## src/rtl/xyolo_seq.sv

```systemverilog
// xyolo_seq: run sequencer for the MAC datapath (operand strobes, accumulator/result/maxpool loads).
// Optional maxpool grouping is compiled in by defining XYOLO_SEQ_MAXPOOL_EN.
module xyolo_seq #(
  parameter int N_MACS   = 1,
  parameter int N_MACS_W = $clog2(N_MACS) + ($clog2(N_MACS) == 0),
  parameter int KER_W    = 12,
  parameter int LAT      = 5
) (
  input  logic                clk,
  input  logic                rst,
  input  logic                start,
  input  logic [KER_W-1:0]    cfg_ker_len,
  input  logic [15:0]         cfg_nwin,
  input  logic                cfg_maxpool,
  input  logic                cfg_bypass,
  output logic                busy,
  output logic                done,
  output logic                op_en,
  output logic                ld_acc,
  output logic                ld_res,
  output logic                ld_mp,
  output logic [N_MACS_W-1:0] ld_nmac,
  output logic                out_valid,
  output logic                dp_maxpool,
  output logic                dp_bypass
);

  typedef enum logic [1:0] {IDLE, FEED, DRAIN, DONE} state_t;

  // All delay-line taps except the output tap.
  localparam logic [LAT-1:0] DL_OTHERS = {LAT{1'b1}} >> 1;

  state_t              state_q, state_d;
  logic [KER_W-1:0]    ker_q, elem_q, elem_d;
  logic [15:0]         nwin_q, win_q, win_d;
  logic [N_MACS_W-1:0] nmac_q, nmac_d;
  logic [LAT-1:0]      dl_q, dl_d;
  logic                byp_mode_q;
  logic                byp_q, byp_d;
  logic                ov_q, ov_d;
  logic                mark;
  logic                launch;

  assign launch = (state_q == IDLE) && start;

  always_comb begin
    state_d = state_q;
    elem_d  = elem_q;
    win_d   = win_q;
    nmac_d  = nmac_q;
    mark    = 1'b0;
    byp_d   = 1'b0;
    op_en   = 1'b0;
    ld_acc  = 1'b0;
    ld_nmac = '0;
    case (state_q)
      IDLE: begin
        if (start) begin
          elem_d  = '0;
          win_d   = '0;
          nmac_d  = '0;
          state_d = (cfg_nwin == 16'd0) ? DONE : FEED;
        end
      end
      FEED: begin
        if (byp_mode_q) begin
          // One pixel per cycle; operands are only fetched when lane 0 is loaded.
          ld_nmac = nmac_q;
          op_en   = (nmac_q == '0);
          byp_d   = 1'b1;
          nmac_d  = (nmac_q == N_MACS_W'(N_MACS - 1)) ? '0 : nmac_q + N_MACS_W'(1);
          win_d   = win_q + 16'd1;
          if (win_q == nwin_q - 16'd1) state_d = DRAIN;
        end else begin
          op_en  = 1'b1;
          ld_acc = (elem_q == '0);
          if (elem_q == ker_q - KER_W'(1)) begin
            mark   = 1'b1;
            elem_d = '0;
            win_d  = win_q + 16'd1;
            if (win_q == nwin_q - 16'd1) state_d = DRAIN;
          end else begin
            elem_d = elem_q + KER_W'(1);
          end
        end
      end
      DRAIN:   if ((dl_q == '0) && !byp_q) state_d = DONE;
      default: state_d = IDLE;
    endcase
  end

  assign dl_d      = (dl_q << 1) | LAT'(mark);
  assign ld_res    = dl_q[LAT-1] | byp_q;
  assign busy      = (state_q != IDLE);
  assign done      = (state_q == DONE);
  assign out_valid = ov_q;
  assign dp_bypass = byp_mode_q;

  always_ff @(posedge clk or posedge rst) begin
    if (rst) begin
      state_q    <= IDLE;
      ker_q      <= '0;
      nwin_q     <= '0;
      byp_mode_q <= 1'b0;
      elem_q     <= '0;
      win_q      <= '0;
      nmac_q     <= '0;
      dl_q       <= '0;
      byp_q      <= 1'b0;
      ov_q       <= 1'b0;
    end else begin
      state_q <= state_d;
      elem_q  <= elem_d;
      win_q   <= win_d;
      nmac_q  <= nmac_d;
      dl_q    <= dl_d;
      byp_q   <= byp_d;
      ov_q    <= ov_d;
      if (launch) begin
        ker_q      <= (cfg_ker_len == '0) ? KER_W'(1) : cfg_ker_len;
        nwin_q     <= cfg_nwin;
        byp_mode_q <= cfg_bypass;
      end
    end
  end

`ifdef XYOLO_SEQ_MAXPOOL_EN
  logic       mp_q;
  logic [1:0] grp_q, grp_d;
  logic       last_res;

  // The final result of a run is the one leaving the pipe in DRAIN with nothing behind it.
  assign last_res = ld_res && (state_q == DRAIN) && ((dl_q & DL_OTHERS) == '0);
  assign grp_d    = launch ? 2'd0 : (ld_res ? grp_q + 2'd1 : grp_q);

  always_ff @(posedge clk or posedge rst) begin
    if (rst) begin
      mp_q  <= 1'b0;
      grp_q <= 2'd0;
    end else begin
      grp_q <= grp_d;
      if (launch) mp_q <= cfg_maxpool;
    end
  end

  assign ld_mp      = mp_q && ld_res && (grp_q != 2'd0);
  assign ov_d       = ld_res && (!mp_q || (grp_q == 2'd3) || last_res);
  assign dp_maxpool = mp_q;
`else
  logic unused_cfg_maxpool;
  logic unused_dl_others;
  assign unused_cfg_maxpool = cfg_maxpool;
  assign unused_dl_others   = |DL_OTHERS;
  assign ld_mp      = 1'b0;
  assign ov_d       = ld_res;
  assign dp_maxpool = 1'b0;
`endif

endmodule

```

## config.mk

```make
export PLATFORM = sky130hd
export DESIGN_NAME = xyolo_seq
export DESIGN_NICKNAME = d
export VERILOG_FILES = /design/src/rtl/xyolo_seq.sv
export SDC_FILE = /design/constraint.sdc
export NUM_CORES = 1
export LEC_CHECK = 0
export ABC_AREA = 0
export CELL_PAD_IN_SITES_DETAIL_PLACEMENT = 0
export CELL_PAD_IN_SITES_GLOBAL_PLACEMENT = 1
export CORE_ASPECT_RATIO = 0.9
export CORE_MARGIN = 8
export CORE_UTILIZATION = 38
export CTS_BUF_LIST = sky130_fd_sc_hd__clkbuf_16
export CTS_CLUSTER_DIAMETER = 30
export DETAILED_ROUTE_END_ITERATION = 8
export PLACE_DENSITY = 0.82
export SYNTH_ARGS = -nofsm -noshare
export SYNTH_HDL_FRONTEND = slang
export SYNTH_SLANG_ARGS = --single-unit
export TNS_END_PERCENT = 1
```

## constraint.sdc

```tcl
create_clock -name clk -period 3.15 [get_ports clk]
set_input_delay 0.63 -clock clk [delete_from_list [all_inputs] [get_ports clk]]
set_output_delay 0.63 -clock clk [all_outputs]
set_load 0.02 [all_outputs]
```

# Word level (Yosys, flattened, before mapping)
# Cells that the tools add are included.
# Widths: inputs -> output; s select.
dict set report totals {
  elab_cells 73
  input_bits 33
  register_bits 67
}
dict set report op_classes {
  n_bitwise 3
  eq_ne 10
  addsub 5
  n_reduce_logical 14
  muxes 31
}
# op count
set ops {}
lappend ops {{$mux 12} 4}
lappend ops {{$mux 16} 3}
lappend ops {{$pmux 16 s2} 1}
lappend ops {{$logic_not 12->1} 2}
lappend ops {{$pmux 12 s2} 1}
lappend ops {{$add 16x1->16 const B} 1}
lappend ops {{$eq 16x16->1} 1}
lappend ops {{$logic_not 16->1} 1}
lappend ops {{$sub 16x1->16 const B} 1}
lappend ops {{$mux 1} 14}
lappend ops {{$add 12x1->12 const B} 1}
lappend ops {{$eq 12x12->1} 1}
lappend ops {{$mux 2} 6}
lappend ops {{$reduce_and 3->1} 4}
lappend ops {{$sub 12x1->12 const B} 1}
lappend ops {{$ne 2x2->1 const B} 4}
lappend ops {{$pmux 2 s3} 1}
lappend ops {{$logic_not 5->1} 1}
lappend ops {{$or 5x1->5} 1}
lappend ops {{$eq 2x2->1 const B} 2}
lappend ops {{$reduce_bool 2->1} 2}
lappend ops {{$ne 3x3->1 const B} 1}
lappend ops {{$eq 2x1->1 const B} 1}
lappend ops {{$logic_and 1x1->1} 2}
lappend ops {{6 further kinds} 6}

# Depth between registers and ports, before layout
# Gate-level depths: netlist of run 1.
dict set report logic_depth {
  depth_word 6
  mapped_depth 12
}

# Worst setup path before layout of run 1
# OpenSTA, ideal clock, no wires.
dict set report synth_timing {
  path_type {flip-flop to flip-flop}
  startpoint {register nwin_q[5]}
  endpoint {register state_q[1]}
  arrival_time_ns 2.715
  period_less_slack_ns 2.843
  required_ns 3.022
  path_buffers 2
  path_stages_with_launch 10
  setup_slack_ns 0.307
  path_cell_list {dfrtp_1 buf_2 or4_1 clkbuf_1 nor4_1 mux2_2 o211ai_1 o2111ai_1 a211oi_2 mux2_1}
}
dict set report synth_between {
  elab_chain_cells 6
}
# item line_no
set synth_lines {}
lappend synth_lines {{start: declaration} 35} ;# logic [15:0] nwin_q, win_q, win_d;
lappend synth_lines {{start signal: assignment} 121} ;# nwin_q <= cfg_nwin;
lappend synth_lines {{$sub 16x1->16 (*)} {73, 81}}
lappend synth_lines {{$eq 16x16->1 (*)} {73, 81}}
lappend synth_lines {{$mux 2 (*)} -}
lappend synth_lines {{$mux 2} -}
lappend synth_lines {{$mux 2 (*)} -}
lappend synth_lines {{$pmux 2 s3 (*)} -}
lappend synth_lines {{end signal: assignment} 112} ;# state_q <= state_d;
lappend synth_lines {{end: declaration} 33} ;# state_t state_q, state_d;
# Mark *: on every way between the ends. The rest lies on a longest branch, timed or not. The select of a mux whose other input is x is not followed.
# A chain may end at the register's enable or synchronous reset.

# Worst setup path in the final report of run 1
dict set report layout_timing {
  startpoint {register elem_q[6]}
  endpoint {output port ld_acc}
}
dict set report layout_between {
  elab_chain_cells 3
}
# item line_no
set layout_lines {}
lappend layout_lines {{start: declaration} 34} ;# logic [KER_W-1:0] ker_q, elem_q, elem_d;
lappend layout_lines {{start signal: assignment} 113} ;# elem_q <= elem_d;
lappend layout_lines {{$logic_not 12->1} 76} ;# ld_acc = (elem_q == '0);
lappend layout_lines {{$mux 1} 66} ;# if (byp_mode_q) begin
lappend layout_lines {{$mux 1} 56} ;# case (state_q)
lappend layout_lines {{end: declaration} 19} ;# output logic ld_acc,
# Every way passes these cells.

==> results of run 1 <==
power breakdown:
group	total (W)	internal (W)	switching (W)
logic	0.00193	0.000883	0.00105
clock network	0.000866	0.000514	0.000352
registers	0.00143	0.00109	0.000341
total	0.00423	0.00249	0.00174
routing by layer:
layer  part of all wire, %  vias up  wire length (um)  track usage, %
met2                    52       42              5440            25.9
li1                      -     1729                 -               -
met4                  0.82        0                86            4.20
met1                    44     1779              4590            17.6
met3                   3.0        9               310            3.54
met5                     0        -                 0               0
stage by stage:
step | setup WS [ns] | hold WS, ns | util, %
floorplan | 0.307 | 0.346 | -
global placement | 0.123 | 0.352 | 44.1
detailed placement | 0.0636 | 0.355 | 44.1
CTS | 0.0532 | 0.367 | 46.4
global route | -0.0480 | 0.370 | 46.6
finish | 0.0566 | 0.369 | 46.6
logic make-up after synthesis:
group	after synthesis	share of synthesized area (%)
adders and majority gates	10	2.97
buffers and inverters	44	4.40
and+or+nand+nor	173	23.9
muxes	37	9.69
xor gates and xnor gates	29	6.04
AOI/OAI and AO/OA	84	13.7
DFF	66	39.3
other	1	0.0891
cells in the final DEF (no fill, tap or decap), types with 10 or more instances in the layout:
cell	count
a31oi_1	19
buf_4	16
xnor2_1	16
ha_1	10
or4_1	11
o31ai_1	10
clkdlybuf4s50_1	38
mux2_2	29
nand2_1	36
nor2_1	20
a21oi_1	14
nor3_1	10
dfrtp_1	66
inv_1	18
xor2_1	13
nor4_1	16
nand3_1	17
synthesized netlist by cell type (all sizes together) (10+ instances only):
library cell,n
a31oi,19
dfrtp,66
o31ai,10
buf,15
xnor2,16
nor3,10
mux2,30
nand2,36
o21ai,14
nor2,20
xor2,13
nor4,18
a21oi,14
clkbuf,11
nand3,18
or4,13
inv,18
ha,10
path summary, 6_finish.rpt:
| path | cells after the start | slack (ns) | to |
|---|---|---|---|
| worst max-delay path | 4 | 0.06 | ld_acc |
| worst min-delay path | 0 | 0.37 | dl_q[3] |
| worst max register to register | 7 | 0.13 | state_q[1] |
| worst min register to register | 0 | 0.37 | dl_q[3] |
| max in group asynchronous | 3 | 1.84 | nwin_q[4] |
| min in group asynchronous | 2 | 0.62 | elem_q[9] |
layout make-up:
class | instances | area, um2 | share of cell area (%)
Multi-Input combinational cell | 336 | 2400 | 47.7
Sequential cell | 66 | 1650 | 32.8
Timing Repair Buffer | 54 | 500 | 9.94
Clock buffer | 9 | 225 | 4.47
Tap cell | 133 | 166 | 3.30
Inverter | 18 | 67.6 | 1.34
Clock inverter | 5 | 25.0 | 0.497
flip-flops by register name (all words and copies together) (netlist names):
signal	cells
nwin_q	16
win_q	16
elem_q	12
ker_q	12
dl_q	5
state_q	2
byp_q	1
dp_bypass	1
out_valid	1
critical path, stage by stage, from the launching register on:
cell and delay (ns):
dfrtp_1 0.50, or4_1 0.51, nor4_1 0.23, and4b_1 0.26, clkdlybuf4s50_1 0.63
==> flow_metrics.py, run 1 <==
metrics = {
    "worst_setup_path": {
        "critical_path_class": "reg -> out",
        "critPathArrivalTime_ns": 2.46,
        "worstPathMaxFanout": 9,
        "endpoint_kind": "output pin",
        "r2r-start": "nwin_q[0]",
        "start_kind": "register",
        "critPathLaunch": "elem_q[6]",
        "cp.required_ns": 2.52,
    },
    "logic_synthesis": {
        "ys_ff_latch": 66,
        "yosys.cell_types.count": 64,
        "syn_avg_cell_area_um2": 9.48,
        "yosysSeqAreaShare_pct": 39.3,
        "syn_inst": 444,
        "ys.flop_type": "dfrtp_1",
        "synth_area_leaders": "dfrtp_1 39%, mux2_2 7.8%, xnor2_1 3.3%",
        "yosys_warnings": 0,
        "yosysTopAreaCellShare_pct": 39.3,
        "ys_async_sr_fraction_pct": 100,
        "synth_top_area_cell": "dfrtp_1",
        "synth-edff-count": 0,
        "syn_area_um2": 4210,
    },
    "sta": {
        "tns_ns": 0,
        "rsz0062_at_grt": "yes",
        "slew_viol_final": 0,
        "fin_crit_ns": 3.09,
        "tightest_slew_ns": 0.695,
        "post-route-period-util_pct": 98.2,
        "slew_headroom_pct": 53.7,
        "setup-violations-final": 0,
        "timing_hold_violations_final": 0,
        "fmax_mhz": 323,
        "worst_clock_skew_ns": 0.00741,
    },
    "cts": {
        "cts_sinks": 66,
        "cts_root_buf": "clkbuf_16",
        "ctsLongestPathBuffers": 2,
        "clk-insertion-delay-late_ns": 0.33,
        "htreeDepth": 3,
        "cts.repair.resized": 0,
        "cts_tree": "built",
        "hold_buffers": 0,
        "cts_setup_buffers": 0,
        "path_clk_slew_ns": 0.05,
        "cts_buffers": 9,
    },
    "die": {
        "die_h_um": 116,
        "row_count": 36,
        "pin_count": 43,
        "die-width_um": 127,
        "coreArea_um2": 10800,
        "start_util_pct": 38.9,
        "dieArea_um2": 14700,
    },
    "grt": {
        "track_usage_pct": 14.7,
        "grt_max_degree": 33,
        "grt-ovfl-total": 0,
        "grt_pass1_vias": 3494,
        "antenna_found_initial": 0,
        "grt_pass1_wl_mm": 17.5,
    },
    "worst_hold_path": {
        "min-delay-start": "dl_q[2]",
        "min_path_type": "reg -> reg",
    },
    "routing": {
        "antenna_left": 0,
        "vias": 3559,
        "wire_per_inst_um": 16.8,
        "routed_wl_mm": 10.4,
        "viasPerCell": 5.73,
        "dr.pass1.iters": 7,
        "drc": 0,
        "drt_iter0_drc": 248,
    },
    "placed_design": {
        "dp_cells": 607,
        "port_buffers": 38,
        "gp_congestion": 0.868,
        "dp.final_hpwl_mm": 7.76,
        "post_dp_cell_area_um2": 4760,
    },
    "cells_and_area": {
        "layout-drive-gt1-share_pct": 14.3,
        "stdcell_count": 621,
        "area_growth_pct": 19.7,
        "fillers": 1053,
        "final_area_um2": 5040,
        "insertedDiodeCount": 0,
        "layout.nets": 528,
    },
    "power": {
        "finalPower_w": 0.00423,
        "cellLeakagePower_nw": 2.04,
        "p_per_area_nw_per_um2": 839,
        "ir_drop_mv": 0.368,
    },
    "status": {
        "status": "complete, no violations",
    },
    "flow_run": {
        "max_cap_violations": 0,
    },
}
(Power assumes the default switching activity.)
==> run 2: changes to the inputs <==
- CAP_MARGIN: not set -> 20
- CORE_MARGIN: 8 -> not set
==> run 2 against run 1 <==
  * Combinational power barely moved
  * Worst setup slack better by 0.069 ns
  * Core utilization is 0.081 points higher
  * Sequential cell count unchanged
  * Clock skew decreased by 0.0020 ns
  * First-iteration DRC count fell by 17%
  * Fmax grew 2.3%
  * Wire length fell by 2.6%
  * Non-clock buffer count did not move
==> flow_metrics.py, run 2 (synthesized netlist as in run 1, its figures left out) <==
metrics = {
    "worst_setup_path": {
        "cp.required_ns": 2.52,
        "critPathArrivalTime_ns": 2.39,
        "slowest_stage": "clkdlybuf4s50_1",
        "worstPathMaxFanout": 6,
        "start_kind": "register",
        "path_cells": "or4_1 > nor4_1 > and4b_1 > clkdlybuf4s50_1",
        "endpoint_kind": "output pin",
        "slowest_delay_ns": 0.61,
        "reg2reg_slack_ns": 0.16,
        "critical_path_class": "reg -> out",
    },
    "die": {
        "dieArea_um2": 11500,
        "die_h_um": 102,
        "coreArea_um2": 10800,
        "die-width_um": 113,
        "pin_count": 43,
        "row_count": 36,
        "start_util_pct": 38.9,
    },
    "cells_and_area": {
        "final_cell_mix": "65 x dfrtp_1, 38 x clkdlybuf4s50_1, 36 x nand2_1",
        "layout.nets": 528,
        "stdcell_count": 621,
        "area_growth_pct": 19.9,
        "final_common_cell": "dfrtp_1",
        "layout-drive-gt1-share_pct": 14.3,
        "final_area_um2": 5050,
        "reg.largest.list": "nwin_q: 16 flops, win_q: 16 flops",
        "insertedDiodeCount": 0,
    },
    "routing": {
        "dr.pass1.iters": 4,
        "wire_per_inst_um": 16.4,
        "drt_iter0_drc": 207,
        "routed_wl_mm": 10.2,
        "antenna_left": 0,
        "viasPerCell": 5.76,
        "vias": 3579,
        "drc": 0,
    },
    "placed_design": {
        "dp_cells": 607,
        "port_buffers": 38,
        "gp_congestion": 0.851,
        "dp.final_hpwl_mm": 7.42,
        "post_dp_cell_area_um2": 4780,
    },
    "sta": {
        "tns_ns": 0,
        "slew_headroom_pct": 50.8,
        "fin_crit_ns": 3.02,
        "holdWs_ns": 0.369,
        "tightest_slew_ns": 0.737,
        "slew_viol_final": 0,
        "fmax_mhz": 331,
        "post-route-period-util_pct": 96.0,
        "timing_hold_violations_final": 0,
        "setup-violations-final": 0,
        "worst_clock_skew_ns": 0.00538,
    },
    "grt": {
        "track_usage_pct": 19.0,
        "grt_max_degree": 48,
        "grt-ovfl-total": 0,
        "grt_pass1_wl_mm": 17.2,
        "grt_pass1_vias": 3492,
        "antenna_found_initial": 0,
    },
    "status": {
        "status": "complete, no violations",
    },
    "worst_hold_path": {
        "min_path_type": "reg -> reg",
    },
    "cts": {
        "path_clk_slew_ns": 0.05,
        "cts_tree": "built",
        "htreeDepth": 3,
        "cts_setup_buffers": 0,
        "cts_buffers": 9,
        "cts_root_buf": "clkbuf_16",
        "cts_sinks": 66,
        "hold_buffers": 0,
        "ctsLongestPathBuffers": 2,
        "clk-insertion-delay-late_ns": 0.33,
    },
    "power": {
        "finalPower_w": 0.00422,
        "ir_drop_mv": 0.415,
        "p_per_area_nw_per_um2": 836,
        "cellLeakagePower_nw": 2.04,
    },
    "flow_run": {
        "max_cap_violations": 0,
    },
}
-- run 2: cell counts in the layout (fill, tap and decap cells not counted) --
Identical to the previous run, type by type.
-- run 2: metal layers --
layer	up-vias	share of wire, %	GRT usage, %
met5	-	0	0
met4	0	0.96	5.36
met3	9	2.3	3.32
met2	55	52	33.7
met1	1778	45	24.0
li1	1737	-	-
-- run 2: report_power, final --
part | switching, W | internal [W]
Combinational | 0.00103 | 0.000887
Sequential | 0.000341 | 0.00109
Clock | 0.000353 | 0.000514
-- run 2: final cells by class --
cell class                 instances  area [um2]
clock buffer                       9         225
clock inverter                     5        25.0
fill                            1023        5760
inverter                          18        67.6
multi-input combinational        336        2400
sequential                        66        1650
tap                              133         166
timing repair buffer              54         513
-- run 2: worst max-delay path, delay by kind of cell (launching register included) --
| family | cells | cell delay (ns) |
|---|---|---|
| buffers and inverters | 1 | 0.61 |
| flip-flops | 1 | 0.47 |
| AND/OR/NAND/NOR | 3 | 0.99 |
-- run 2: what timing repair did --
item,in CTS,in global routing
resized for setup,0,4
endpoints found under the hold margin,0,0
endpoints found under the setup margin,0,3
-- run 2: stage by stage --
step                worst slack, ns  util, %
CTS                          0.0522     46.5
global route               -0.00106     46.7
floorplan                     0.307        -
detailed placement           0.0736     44.2
finish                        0.125     46.7
global placement              0.139     44.2
-- run 2: worst paths after layout --
| check | endpoint | cells past startpoint | start |
|---|---|---|---|
| setup / recovery | ld_acc | 4 | elem_q[4] |
| hold / removal | dl_q[3] | 0 | dl_q[2] |
| setup reg to reg | win_q[15] | 9 | ker_q[0] |
| hold reg to reg | dl_q[3] | 0 | dl_q[2] |
| max in group asynchronous | nwin_q[7] | 3 | rst |
| min in group asynchronous | elem_q[6] | 2 | rst |
==> run 3: changes to the inputs <==
- CELL_PAD_IN_SITES_DETAIL_PLACEMENT: 0 -> not set
- CELL_PAD_IN_SITES_GLOBAL_PLACEMENT: 1 -> not set
- PLACE_DENSITY: 0.82 -> 0.69
==> run 3 against run 2 <==
  * Sequential cell count is the same
  * Total power grew 2.4%
  * Core utilization grew 0.44 points
  * Worst hold slack gained 0.0013 ns
  * Clock skew grew 0.0036 ns
  * Wire length shrank 1.8%
  * Critical path type is now reg -> reg
  * Highest routed layer unchanged
==> flow_metrics.py, run 3 (synthesized netlist as in run 1, its figures left out) <==
metrics = {
    "status": {
        "status": "complete, no violations",
    },
    "routing": {
        "vias": 3587,
        "antenna_left": 0,
        "dr.pass1.iters": 4,
        "wire_per_inst_um": 16.0,
        "routed_wl_mm": 9.98,
        "viasPerCell": 5.76,
        "drc": 0,
        "drt_iter0_drc": 187,
    },
    "power": {
        "p_per_area_nw_per_um2": 848,
        "p_switching_w": 0.00174,
        "ir_drop_mv": 0.419,
        "intPower_w": 0.00258,
        "pwr-share-clk_pct": 22.7,
        "combPwrFrac_pct": 44.3,
        "p_sw_share_pct": 40.2,
        "finalPower_w": 0.00432,
        "seq_power_share_pct": 33.0,
        "cellLeakagePower_nw": 2.09,
    },
    "sta": {
        "fmax_mhz": 337,
        "post-route-period-util_pct": 94.3,
        "slew_viol_final": 0,
        "tns_ns": 0,
        "timing_hold_violations_final": 0,
        "tightest_slew_ns": 0.675,
        "rsz0062_at_grt": "no",
        "slew_headroom_pct": 55.0,
        "worst_clock_skew_ns": 0.00893,
        "setup-violations-final": 0,
        "fin_crit_ns": 2.97,
    },
    "cts": {
        "cts_setup_buffers": 0,
        "cts_tree": "built",
        "path_clk_slew_ns": 0.06,
        "hold_buffers": 0,
        "cts_root_buf": "clkbuf_16",
        "htreeDepth": 3,
        "ctsLongestPathBuffers": 2,
        "cts_sinks": 66,
        "cts_buffers": 9,
        "clk-insertion-delay-late_ns": 0.34,
    },
    "grt": {
        "grt-ovfl-total": 0,
        "antenna_found_initial": 0,
        "track_usage_pct": 18.4,
        "grt_pass1_wl_mm": 16.7,
        "grt_pass1_vias": 3472,
        "grt_max_degree": 41,
    },
    "cells_and_area": {
        "final_cell_mix": "66 x dfrtp_1, 37 x clkdlybuf4s50_1, 36 x nand2_1",
        "insertedDiodeCount": 0,
        "area_growth_pct": 21.1,
        "layout-drive-gt1-share_pct": 15.1,
        "reg.largest.list": "nwin_q: 16 flops, win_q: 16 flops",
        "fillers": 1002,
        "layout.nets": 528,
        "final_common_cell": "dfrtp_1",
    },
    "worst_setup_path": {
        "critPathArrivalTime_ns": 3.19,
        "cp.required_ns": 3.37,
        "endpoint_kind": "register",
        "critical_path_class": "reg -> reg",
        "worstPathMaxFanout": 5,
        "start_kind": "register",
    },
    "die": {
        "row_count": 36,
        "die_h_um": 102,
        "pin_count": 43,
        "die-width_um": 113,
        "dieArea_um2": 11500,
        "coreArea_um2": 10800,
        "start_util_pct": 38.9,
    },
    "placed_design": {
        "gp_congestion": 0.855,
        "dp.final_hpwl_mm": 7.24,
        "port_buffers": 38,
    },
    "flow_run": {
        "max_cap_violations": 0,
    },
    "worst_hold_path": {
        "min_path_type": "reg -> reg",
    },
}
[run 3: changes by cell type in the layout (fill, tap and decap cells not counted), sizes merged]
cell,change
clkdlybuf4s50,-1
dlymetal6s2s,+1
bufinv,+1
clkinv,+1
[run 3: through the flow]
stage          hold slack (ns)  util (%)  cell area [um2]  instances  setup slack, ns
6_report                 0.370      47.1             5090        623            0.181
5_1_grt                  0.383      47.1             5090        623          0.00822
4_1_cts                  0.371      46.8             5060        623           0.0348
3_5_place_dp             0.358      44.2             4780        607           0.0776
3_3_place_gp             0.352      44.2             4780        607            0.133
2_1_floorplan            0.346         -             4220        446            0.307
[run 3: path summary, 6_finish.rpt]
kind,from,endpoint,slack (ns),cells after the start
min in group asynchronous,rst,dl_q[2],0.72,2
max in group asynchronous,rst,nwin_q[5],1.80,3
min reg2reg,dl_q[3],dl_q[4],0.37,0
max,nwin_q[0],state_q[1],0.18,8
min,dl_q[3],dl_q[4],0.37,0
max reg2reg,nwin_q[0],state_q[1],0.18,8
[run 3: layout make-up]
type	count	area, um2	share of cell area (%)
Clock buffer	9	225	4.42
Tap cell	133	166	3.27
Timing Repair Buffer	54	515	10.1
Sequential cell	66	1650	32.4
Multi-Input combinational cell	336	2410	47.2
Inverter	18	67.6	1.33
Clock inverter	7	61.3	1.20
[run 3: power groups by stage]
| stage | clock network [W] | logic [W] | registers [W] |
|---|---|---|---|
| global placement | 0 | 0.00184 | 0.00142 |
| finish | 0.000981 | 0.00191 | 0.00143 |
| detailed placement | 0 | 0.00190 | 0.00143 |
| global route | 0.00103 | 0.00212 | 0.00147 |
| CTS | 0.000999 | 0.00191 | 0.00142 |
| floorplan | 0 | 0.00140 | 0.00135 |
[run 3: worst max-delay path, stage by stage, from the launching register on]
cell       delay, ns
dfrtp_1         0.43
inv_1           0.08
ha_1            0.19
or3b_2          0.52
or4_4           0.47
nor4_2          0.32
o2111ai_2       0.21
a211oi_2        0.28
mux2_1          0.34
[run 3: routing by layer]
layer | up-vias | routed length (um) | track usage [%] | part of all wire (%)
met3 | 15 | 345 | 4.33 | 3.5
li1 | 1745 | - | - | -
met4 | 0 | 116 | 5.47 | 1.2
met2 | 65 | 5020 | 32.7 | 50
met5 | - | 0 | 0 | 0
met1 | 1762 | 4490 | 22.5 | 45
[run 3: what timing repair did]
item | CTS | global route
endpoints found under the setup margin | 0 | 10
resized for setup | 0 | 6
endpoints found under the hold margin | 0 | 0
